**src/rtl/uart_tx_fifo.sv**
```systemverilog
// UART transmitter fed by a FIFO. Runtime-configurable frame format (5..DATA_W
// data bits, parity mode, 1/2 stop bits), line break generation and back-to-back framing.
module uart_tx_fifo #(
  parameter int DATA_W     = 8,
  parameter int FIFO_DEPTH = 16
) (
  input  logic                          clk,
  input  logic                          rst,
  input  logic                          baud_tick,
  input  logic                          tx_enable,
  input  logic [3:0]                    cfg_data_len,
  input  logic                          cfg_stop2,
  input  logic [2:0]                    cfg_parity,
  input  logic                          cfg_break,
  input  logic                          wr_valid,
  input  logic [DATA_W-1:0]             wr_data,
  output logic                          wr_ready,
  output logic                          tx,
  output logic                          tx_busy,
  output logic                          tx_done,
  output logic [$clog2(FIFO_DEPTH):0]   fifo_count,
  output logic                          fifo_empty,
  output logic                          fifo_full
);

  localparam int AW = $clog2(FIFO_DEPTH);
  localparam int CW = AW + 1;

  typedef enum logic [2:0] {
    IDLE, START, DATA, PARITY, STOP, BREAK, BREAK_MARK
  } state_t;

  logic [DATA_W-1:0] mem_q [FIFO_DEPTH];
  logic [AW-1:0]     wr_ptr_q, rd_ptr_q;
  logic [CW-1:0]     count_q;
  logic              push, pop;

  assign fifo_empty = (count_q == '0);
  assign fifo_full  = (count_q == CW'(FIFO_DEPTH));
  assign wr_ready   = !fifo_full;
  assign fifo_count = count_q;
  assign push       = wr_valid && !fifo_full && !rst;

  always_ff @(posedge clk) begin
    if (push) mem_q[wr_ptr_q] <= wr_data;
  end

  always_ff @(posedge clk) begin
    if (rst) begin
      wr_ptr_q <= '0;
      rd_ptr_q <= '0;
      count_q  <= '0;
    end else begin
      if (push) wr_ptr_q <= wr_ptr_q + 1'b1;
      if (pop)  rd_ptr_q <= rd_ptr_q + 1'b1;
      case ({push, pop})
        2'b10:   count_q <= count_q + 1'b1;
        2'b01:   count_q <= count_q - 1'b1;
        default: count_q <= count_q;
      endcase
    end
  end

  // Frame format is resolved from the live config only at pop time.
  logic [DATA_W-1:0] head, head_masked;
  logic [3:0]        len_eff;
  logic              par_en, par_val;

  assign head = mem_q[rd_ptr_q];

  always_comb begin
    if (cfg_data_len < 4'd5)                len_eff = 4'd5;
    else if (cfg_data_len > 4'(DATA_W))     len_eff = 4'(DATA_W);
    else                                    len_eff = cfg_data_len;
  end

  generate
    for (genvar gi = 0; gi < DATA_W; gi++) begin : g_mask
      assign head_masked[gi] = head[gi] & (4'(gi) < len_eff);
    end
  endgenerate

  always_comb begin
    par_en  = 1'b1;
    par_val = 1'b0;
    case (cfg_parity)
      3'b001:  par_val = ~^head_masked;
      3'b010:  par_val = ^head_masked;
      3'b011:  par_val = 1'b1;
      3'b100:  par_val = 1'b0;
      default: par_en  = 1'b0;
    endcase
  end

  state_t            state_q, state_d;
  logic [DATA_W-1:0] data_q, data_d;
  logic [3:0]        bit_idx_q, bit_idx_d, len_q, len_d;
  logic              stop2_q, stop2_d, par_en_q, par_en_d, par_bit_q, par_bit_d;
  logic              stop_cnt_q, stop_cnt_d;
  logic              tx_q, tx_d, busy_q, done_q, done_d;
  logic              start_ok, load;

  assign start_ok = tx_enable && !cfg_break && !fifo_empty;

  always_comb begin
    state_d    = state_q;
    data_d     = data_q;
    bit_idx_d  = bit_idx_q;
    len_d      = len_q;
    stop2_d    = stop2_q;
    par_en_d   = par_en_q;
    par_bit_d  = par_bit_q;
    stop_cnt_d = stop_cnt_q;
    tx_d       = tx_q;
    done_d     = 1'b0;
    load       = 1'b0;
    pop        = 1'b0;

    case (state_q)
      IDLE: begin
        tx_d = 1'b1;
        if (cfg_break) begin
          state_d = BREAK;
          tx_d    = 1'b0;
        end else if (start_ok) begin
          load = 1'b1;
        end
      end
      START: begin
        if (baud_tick) begin
          state_d   = DATA;
          bit_idx_d = '0;
          tx_d      = data_q[0];
          data_d    = data_q >> 1;
        end
      end
      DATA: begin
        if (baud_tick) begin
          if (bit_idx_q == len_q - 4'd1) begin
            stop_cnt_d = 1'b0;
            if (par_en_q) begin
              state_d = PARITY;
              tx_d    = par_bit_q;
            end else begin
              state_d = STOP;
              tx_d    = 1'b1;
            end
          end else begin
            bit_idx_d = bit_idx_q + 4'd1;
            tx_d      = data_q[0];
            data_d    = data_q >> 1;
          end
        end
      end
      PARITY: begin
        if (baud_tick) begin
          state_d = STOP;
          tx_d    = 1'b1;
        end
      end
      STOP: begin
        if (baud_tick) begin
          if (stop2_q && !stop_cnt_q) begin
            stop_cnt_d = 1'b1;
          end else begin
            done_d = 1'b1;
            // start_ok excludes cfg_break, so a pending break wins via IDLE.
            if (start_ok) load = 1'b1;
            else          state_d = IDLE;
          end
        end
      end
      BREAK: begin
        tx_d = 1'b0;
        if (!cfg_break) begin
          state_d = BREAK_MARK;
          tx_d    = 1'b1;
        end
      end
      BREAK_MARK: begin
        tx_d = 1'b1;
        if (baud_tick) state_d = IDLE;
      end
      default: begin
        state_d = IDLE;
        tx_d    = 1'b1;
      end
    endcase

    if (load) begin
      pop        = 1'b1;
      state_d    = START;
      tx_d       = 1'b0;
      data_d     = head;
      len_d      = len_eff;
      stop2_d    = cfg_stop2;
      par_en_d   = par_en;
      par_bit_d  = par_val;
      bit_idx_d  = '0;
      stop_cnt_d = 1'b0;
    end
  end

  always_ff @(posedge clk) begin
    if (rst) begin
      state_q    <= IDLE;
      data_q     <= '0;
      bit_idx_q  <= '0;
      len_q      <= 4'd5;
      stop2_q    <= 1'b0;
      par_en_q   <= 1'b0;
      par_bit_q  <= 1'b0;
      stop_cnt_q <= 1'b0;
      tx_q       <= 1'b1;
      busy_q     <= 1'b0;
      done_q     <= 1'b0;
    end else begin
      state_q    <= state_d;
      data_q     <= data_d;
      bit_idx_q  <= bit_idx_d;
      len_q      <= len_d;
      stop2_q    <= stop2_d;
      par_en_q   <= par_en_d;
      par_bit_q  <= par_bit_d;
      stop_cnt_q <= stop_cnt_d;
      tx_q       <= tx_d;
      busy_q     <= (state_d != IDLE);
      done_q     <= done_d;
    end
  end

  assign tx      = tx_q;
  assign tx_busy = busy_q;
  assign tx_done = done_q;

endmodule

```
**config.mk**
```make
export PLATFORM = sky130hd
export DESIGN_NAME = uart_tx_fifo
export DESIGN_NICKNAME = d
export VERILOG_FILES = /design/src/rtl/uart_tx_fifo.sv
export SDC_FILE = /design/constraint.sdc
export NUM_CORES = 1
export LEC_CHECK = 0
export BUFFER_PORTS_ARGS = -buffer_cell sky130_fd_sc_hd__buf_2
export CAP_MARGIN = 25
export CELL_PAD_IN_SITES_DETAIL_PLACEMENT = 0
export CELL_PAD_IN_SITES_GLOBAL_PLACEMENT = 1
export CORE_UTILIZATION = 55
export CTS_CLUSTER_SIZE = 8
export DETAILED_ROUTE_END_ITERATION = 10
export GPL_TIMING_DRIVEN = 0
export PLACE_DENSITY_LB_ADDON = 0.1
export SYNTH_ARGS = -nofsm -noshare
export SYNTH_HDL_FRONTEND = slang
export SYNTH_SLANG_ARGS = --single-unit
export TNS_END_PERCENT = 100
```
**constraint.sdc**
```tcl
create_clock -name clk -period 6.57 [get_ports clk]
set_input_delay 0.9855 -clock clk [delete_from_list [all_inputs] [get_ports clk]]
set_output_delay 0.9855 -clock clk [all_outputs]
set_load 0.05 [all_outputs]
```
==> results_dict.tcl, run 1 <==
set metrics [dict create \
    outcome "complete, no violations" \
    vdd.ir_drop.worst_uv 228 \
    grt-ovfl-total 0 \
    cp-end-kind "register" \
    cellPowerDensity_mw_per_mm2 293 \
    synth_largest_area_cell "edfxtp_1" \
    gp_congestion 0.834 \
    rows 41 \
    cp_slowest_cell "fa_1" \
    synth_edf_count 128 \
    cp_max_fo 10 \
    drc_errors 0 \
    ys_ff_latch 171 \
    dieHeight_um 117 \
    drt_wl_total_mm 14.6 \
    clock_power_share_pct 41.1 \
    layout_setup_ws_ps 2770 \
    portBuffers 29 \
    synthMuxAreaShare_pct 12.5 \
    place_area_mm2 0.00766 \
    dp_slack_ps 2370 \
    drv_slew 0 \
    clk_latency_ps 420 \
    worst_pin_slew_ps 940 \
    synth_nets 542 \
    synth_top_family_by_area "multiplexers" \
    cp_cell_sequence "clkbuf_1 -> o21ai_0 -> nand2_1 -> nand3b_1 -> inv_2 -> buf_2 -> ha_1 -> inv_2 -> fa_1 -> inv_1 -> a21o_1 -> a21oi_1 -> xnor2_1 -> or3_1 -> a21oi_1" \
    layout.nets 593 \
    rsz0062_at_grt "no" \
    grt_pass1_wl_mm 21.8 \
    synth-adder-area-share_pct 2.16 \
    mostFrequentLayoutCells "edfxtp_1, nor2_1, dfxtp_1" \
    yosys_warnings 0 \
    avgSynthCellArea_um2 14.3 \
    synth-seq-area-share_pct 64.6 \
    r2r_slack_ps 2970 \
    synth-xor-area-share_pct 3.45 \
    hold_viol 0 \
    detail_route.wl_per_cell_um 19.7 \
    synthArstFlopShare_pct 0 \
    hp-class "reg2reg" \
    p_int_uw 1860 \
    p_comb_share_pct 9.4 \
    vias 4308 \
    clk_pin_slew_ps 60 \
    syn_to_final_growth_pct 13.3 \
    fin_crit_sh_pct 57.9 \
    crit_required_ps 6920 \
    leakagePower_uw 0.00278 \
    grt_use_total_pct 23.0 \
    max_freq_mhz 263 \
    fin_cells 744 \
    numCtsBuffers 17 \
    post_cts_buffers 0 \
    fin_area_mm2 0.00825 \
    setup_viol 0 \
    p_sw_share_pct 22.9 \
    synthFlopType "edfxtp_1" \
    relSlewSlack_pct 37.1 \
    hpwl_mm 10.0 \
    synth-simple-area-share_pct 8.83 \
    holdBufCountCts 0 \
    die_w_um 117 \
    max_cap_violations 0 \
    syn-cell-area_mm2 0.00728 \
    via_per_inst 5.79 \
    synth_compound_area_share_pct 5.89 \
    initial_utilization_pct 57.0 \
    cts_max_level 4 \
    coreArea_mm2 0.0128 \
    io_pins 33 \
    p_sw_uw 555 \
    ant_nets 0 \
    die-area_mm2 0.0137 \
    drive_gt1_share_pct 17.5 \
    pwr-share-seq_pct 49.5 \
    place_inst 712 \
    setup-tns-final_ps 0 \
    period_needed_ps 3800 \
    drt_pass1_iterations 5 \
    synthTopCellsByArea "edfxtp_1, dfxtp_1, mux4_2" \
    drt_iter0_markers 422 \
    cts_tree "yes" \
    crit_type "in2reg" \
    ys_types 51 \
    antenna_cells 0 \
    antenna_found_initial 0 \
    cts_root_buffer "clkbuf_16" \
    fin_skew_ps 5.60 \
    final_util_pct 64.6 \
    syn_inst 508 \
    cts_resized 0 \
    worstSetupStartpointType "primary input" \
    clock_path_buffers 2 \
    layout_commonest_cell "edfxtp_1" \
    grt_pass1_vias 4033 \
    arrival_ps 4160 \
    cts_sinks 171 \
    grt_max_degree 17 \
    synth.top_cell.area_share_pct 52.8 \
    slowest_delay_ps 410 \
]
## critical path: cells and delay by family
kind / cells / cell delay (ps)
and+or+nand+nor: 3 / 810
xor gates and xnor gates: 1 / 140
buffers and inverters: 5 / 900
adders and majority gates: 2 / 730
AOI/OAI and AO/OA: 4 / 590
## cell usage after synthesis (11+ instances only)
cell type  count
xnor2_1       15
edfxtp_1     128
nand2_1       35
mux2i_1       24
mux4_2        23
clkbuf_1      13
dfxtp_1       43
ha_1          11
a21oi_1       20
inv_1         12
nor2_1        55
## per-layer routing
metal / global-route usage (%) / part of all wire (%) / vias to the layer above
met4: 8.10 / 1.7 / 0
met2: 35.3 / 47 / 159
met3: 6.13 / 6.9 / 21
met1: 31.8 / 45 / 2123
met5: 0 / 0 / -
li1: - / - / 2005
## registers in the layout (all words and copies together), names as in the netlist, named ones only
register,flops
bit_idx_q,4
data_q,8
fifo_count,5
len_q,4
mem_q,128
par_bit_q,1
par_en_q,1
rd_ptr_q,4
state_q,3
stop2_q,1
stop_cnt_q,1
tx,1
tx_busy,1
tx_done,1
wr_ptr_q,4
## cell type report
type	count	area, um2
clock inverter	11	144
multi-input combinational	297	2400
tap	172	215
buffer	26	131
clock buffer	21	440
inverter	14	52.6
sequential	171	4700
timing repair buffer	32	163
fill	969	4520
## power groups by stage
stage	Clock (uW)	Sequential, uW	Combinational [uW]
after CTS	1000	1200	226
after global routing	1050	1200	245
after detailed placement	0	1220	224
after floorplan	0	1240	145
after global placement	0	1220	220
final	995	1200	226
## cell families (layout without fill, tap and decap cells)
logic type | count (synthesis) | after routing
AND/OR/NAND/NOR | 137 | 137
adder cells (fa/ha/maj) | 12 | 12
buffers and inverters | 40 | 104
XOR/XNOR | 27 | 27
AO/OA/AOI/OAI | 67 | 67
multiplexers | 54 | 54
flip-flops | 171 | 171
## path summary, 6_finish.rpt
check / to / cells past startpoint / startpoint
worst min register to register: len_q[3] / 2 / len_q[3]
worst max-delay path: fifo_count[4] / 15 / baud_tick
worst min-delay path: len_q[3] / 2 / len_q[3]
worst max register to register: fifo_count[4] / 15 / fifo_count[0]
## per-stage QoR
| step | hold WS (ps) | power, uW |
|---|---|---|
| final | 476 | 2420 |
| after global routing | 498 | 2490 |
| after CTS | 481 | 2430 |
| after detailed placement | 469 | 1440 |
| after global placement | 461 | 1440 |
| after floorplan | 445 | 1380 |
No activity file was read; power rests on OpenSTA's default activity.
==> run 2: changes to the inputs <==
--- a/config.mk
+++ b/config.mk
@@ -9,7 +9,7 @@
 export CAP_MARGIN = 25
 export CELL_PAD_IN_SITES_DETAIL_PLACEMENT = 0
 export CELL_PAD_IN_SITES_GLOBAL_PLACEMENT = 1
-export CORE_UTILIZATION = 55
+export CORE_UTILIZATION = 46
 export CTS_CLUSTER_SIZE = 8
 export DETAILED_ROUTE_END_ITERATION = 10
 export GPL_TIMING_DRIVEN = 0
==> constraint.sdc (replaced) <==
create_clock -name clk -period 3.39 [get_ports clk]
set_input_delay 0.5085 -clock clk [delete_from_list [all_inputs] [get_ports clk]]
set_output_delay 0.5085 -clock clk [all_outputs]
set_load 0.05 [all_outputs]
==> results_dict.tcl, run 2 (synthesis gave the netlist of run 1 again) <==
set metrics [dict create \
    multi_input_area_mm2 0.00241 \
    crit_required_ps 3740 \
    clk_latency_ps 430 \
    vdd.ir_drop.worst_uv 382 \
    coreArea_mm2 0.0153 \
    rsz0062_at_grt "no" \
    grt_use_total_pct 20.3 \
    top_register "mem_q" \
    place_inst 751 \
    max_freq_mhz 321 \
    drv_slew 0 \
    grt_pass1_wl_mm 24.1 \
    dp_slack_ps -243 \
    mostFrequentLayoutCells "edfxtp_1, nor2_1, dfxtp_1" \
    antenna_cells 0 \
    setup_viol 0 \
    period_needed_ps 3110 \
    layout_setup_ws_ps 275 \
    r2r-start "fifo_count[0]" \
    path_delay_family "simple AND/OR/NAND/NOR gates" \
    gp_congestion 0.765 \
    cp-end-kind "register" \
    cts_root_buffer "clkbuf_16" \
    largest_reg_flops 128 \
    r2r_end "fifo_count[4]" \
    n_fill_cell 1288 \
    clock_path_buffers 2 \
    highest_layer "met4" \
    wl_met2_mm 7.31 \
    cp_slowest_cell "fa_1" \
    dieHeight_um 128 \
    min_path_cells 3 \
    syn_to_final_growth_pct 14.0 \
    layout_commonest_cell "edfxtp_1" \
    cp_cell_sequence "nor4_1 -> nor2b_4 -> or3b_1 -> nand3b_1 -> inv_2 -> ha_2 -> inv_2 -> fa_1 -> inv_1 -> a21o_1 -> a21oi_1 -> xnor2_1 -> or3_1 -> a21oi_1" \
    hold_path_end "stop2_q" \
    worst_pin_slew_ps 961 \
    die-area_mm2 0.0163 \
    met3_length_um 464 \
    cp_num_buf_inv 3 \
    final_util_pct 54.2 \
    worstHoldStart "cfg_stop2" \
    seq_area_mm2 0.00471 \
    drt-met1-wl_mm 7.19 \
    r2r_slack_ps 280 \
    slowest_delay_ps 390 \
    outcome "complete, no violations" \
    drt_wl_total_mm 15.2 \
    r2r_cells 14 \
    clk_pin_slew_ps 60 \
    portBuffers 29 \
    cellPowerDensity_mw_per_mm2 562 \
    crit_type "reg2reg" \
    initial_utilization_pct 47.5 \
    drc_errors 0 \
    hold_viol 0 \
    cts_max_level 4 \
    drt_pass1_iterations 4 \
    ant_nets 0 \
    grt_pass1_vias 4288 \
    grt_max_degree 17 \
    antenna_found_initial 0 \
    drive_gt1_share_pct 18.7 \
    hp-class "in2reg" \
    relSlewSlack_pct 35.7 \
    rows 45 \
    die_w_um 128 \
    numCtsBuffers 17 \
    grt-ovfl-total 0 \
    fin_crit_sh_pct 91.9 \
    cts_sinks 171 \
    worstSetupStartpointType "register" \
    via_per_inst 5.47 \
    fin_cells 782 \
    max_cap_violations 0 \
    hpwl_mm 10.5 \
    cts_tree "yes" \
    leakagePower_uw 0.00278 \
    layout.nets 593 \
    fin_skew_ps 9.86 \
    cp_max_fo 12 \
    drt_iter0_markers 284 \
    detail_route.wl_per_cell_um 19.4 \
    arrival_ps 3460 \
    vias 4274 \
    io_pins 33 \
]
-- run 2: cell types whose count changed in the layout (fill, tap and decap cells not counted), moves of 2 or more --
cell	before	now
clkbuf_1	17	14
clkinv_1	1	3
clkinv_2	2	0
dfxtp_1	43	38
dfxtp_2	0	5
inv_6	1	3
-- run 2: worst max-delay path by stage --
stage	cells after the start	slack [ps]	from	to
floorplan	15	70	fifo_count[0]	fifo_count[4]
global placement	15	-200	baud_tick	fifo_count[4]
detailed placement	15	-240	baud_tick	fifo_count[4]
CTS	15	180	fifo_count[0]	fifo_count[4]
global route	14	50	fifo_count[0]	fifo_count[4]
finish	14	280	fifo_count[0]	fifo_count[4]
-- run 2: power breakdown --
part / switching [uW] / leakage, uW / internal [uW] / total, uW
Clock: 815 / 0.000272 / 1090 / 1900
Combinational: 276 / 0.00101 / 166 / 442
Sequential: 28.2 / 0.00150 / 2290 / 2320
-- run 2: cell type report --
type | count | share of cell area, %
clock buffers | 18 | 5.17
repair buffers | 33 | 2.02
flip-flops and latches | 171 | 56.8
clock inverters | 13 | 1.70
inverters | 14 | 0.633
multi-input cells | 297 | 29.0
plain buffers | 25 | 1.52
well taps | 211 | 3.18
-- run 2: worst reg2reg max path: stages, from the launching register on --
cell      delay (ps)
dfxtp_2          370
nor4_1            90
nor2b_4          130
or3b_1           360
nand3b_1         260
inv_2            260
ha_2             280
inv_2             60
fa_1             390
inv_1             80
a21o_1           100
a21oi_1           70
xnor2_1          140
or3_1            300
a21oi_1          130
-- run 2: stage by stage --
stage | power [uW] | hold slack (ps) | setup TNS (ps) | instance area [um2]
floorplan | 2680 | 445 | 0 | 7300
global placement | 2800 | 465 | -202 | 7700
detailed placement | 2810 | 465 | -243 | 7720
CTS | 4700 | 321 | 0 | 8300
global route | 4820 | 341 | 0 | 8300
finish | 4660 | 332 | 0 | 8300
-- run 2: routing by layer --
layer / track usage (%) / up-vias
met2: 31.8 / 76
met4: 7.96 / 0
met1: 28.5 / 2167
met3: 3.17 / 18
met5: 0 / -
li1: - / 2013
-- run 2: repair_timing --
item | in CTS | in global routing
setup buffers | 1 | 0
resized for setup | 0 | 1
hold buffers | 0 | 0
gates cloned | 0 | 0
pin swaps | 0 | 0
setup endpoints to repair | 1 | 1
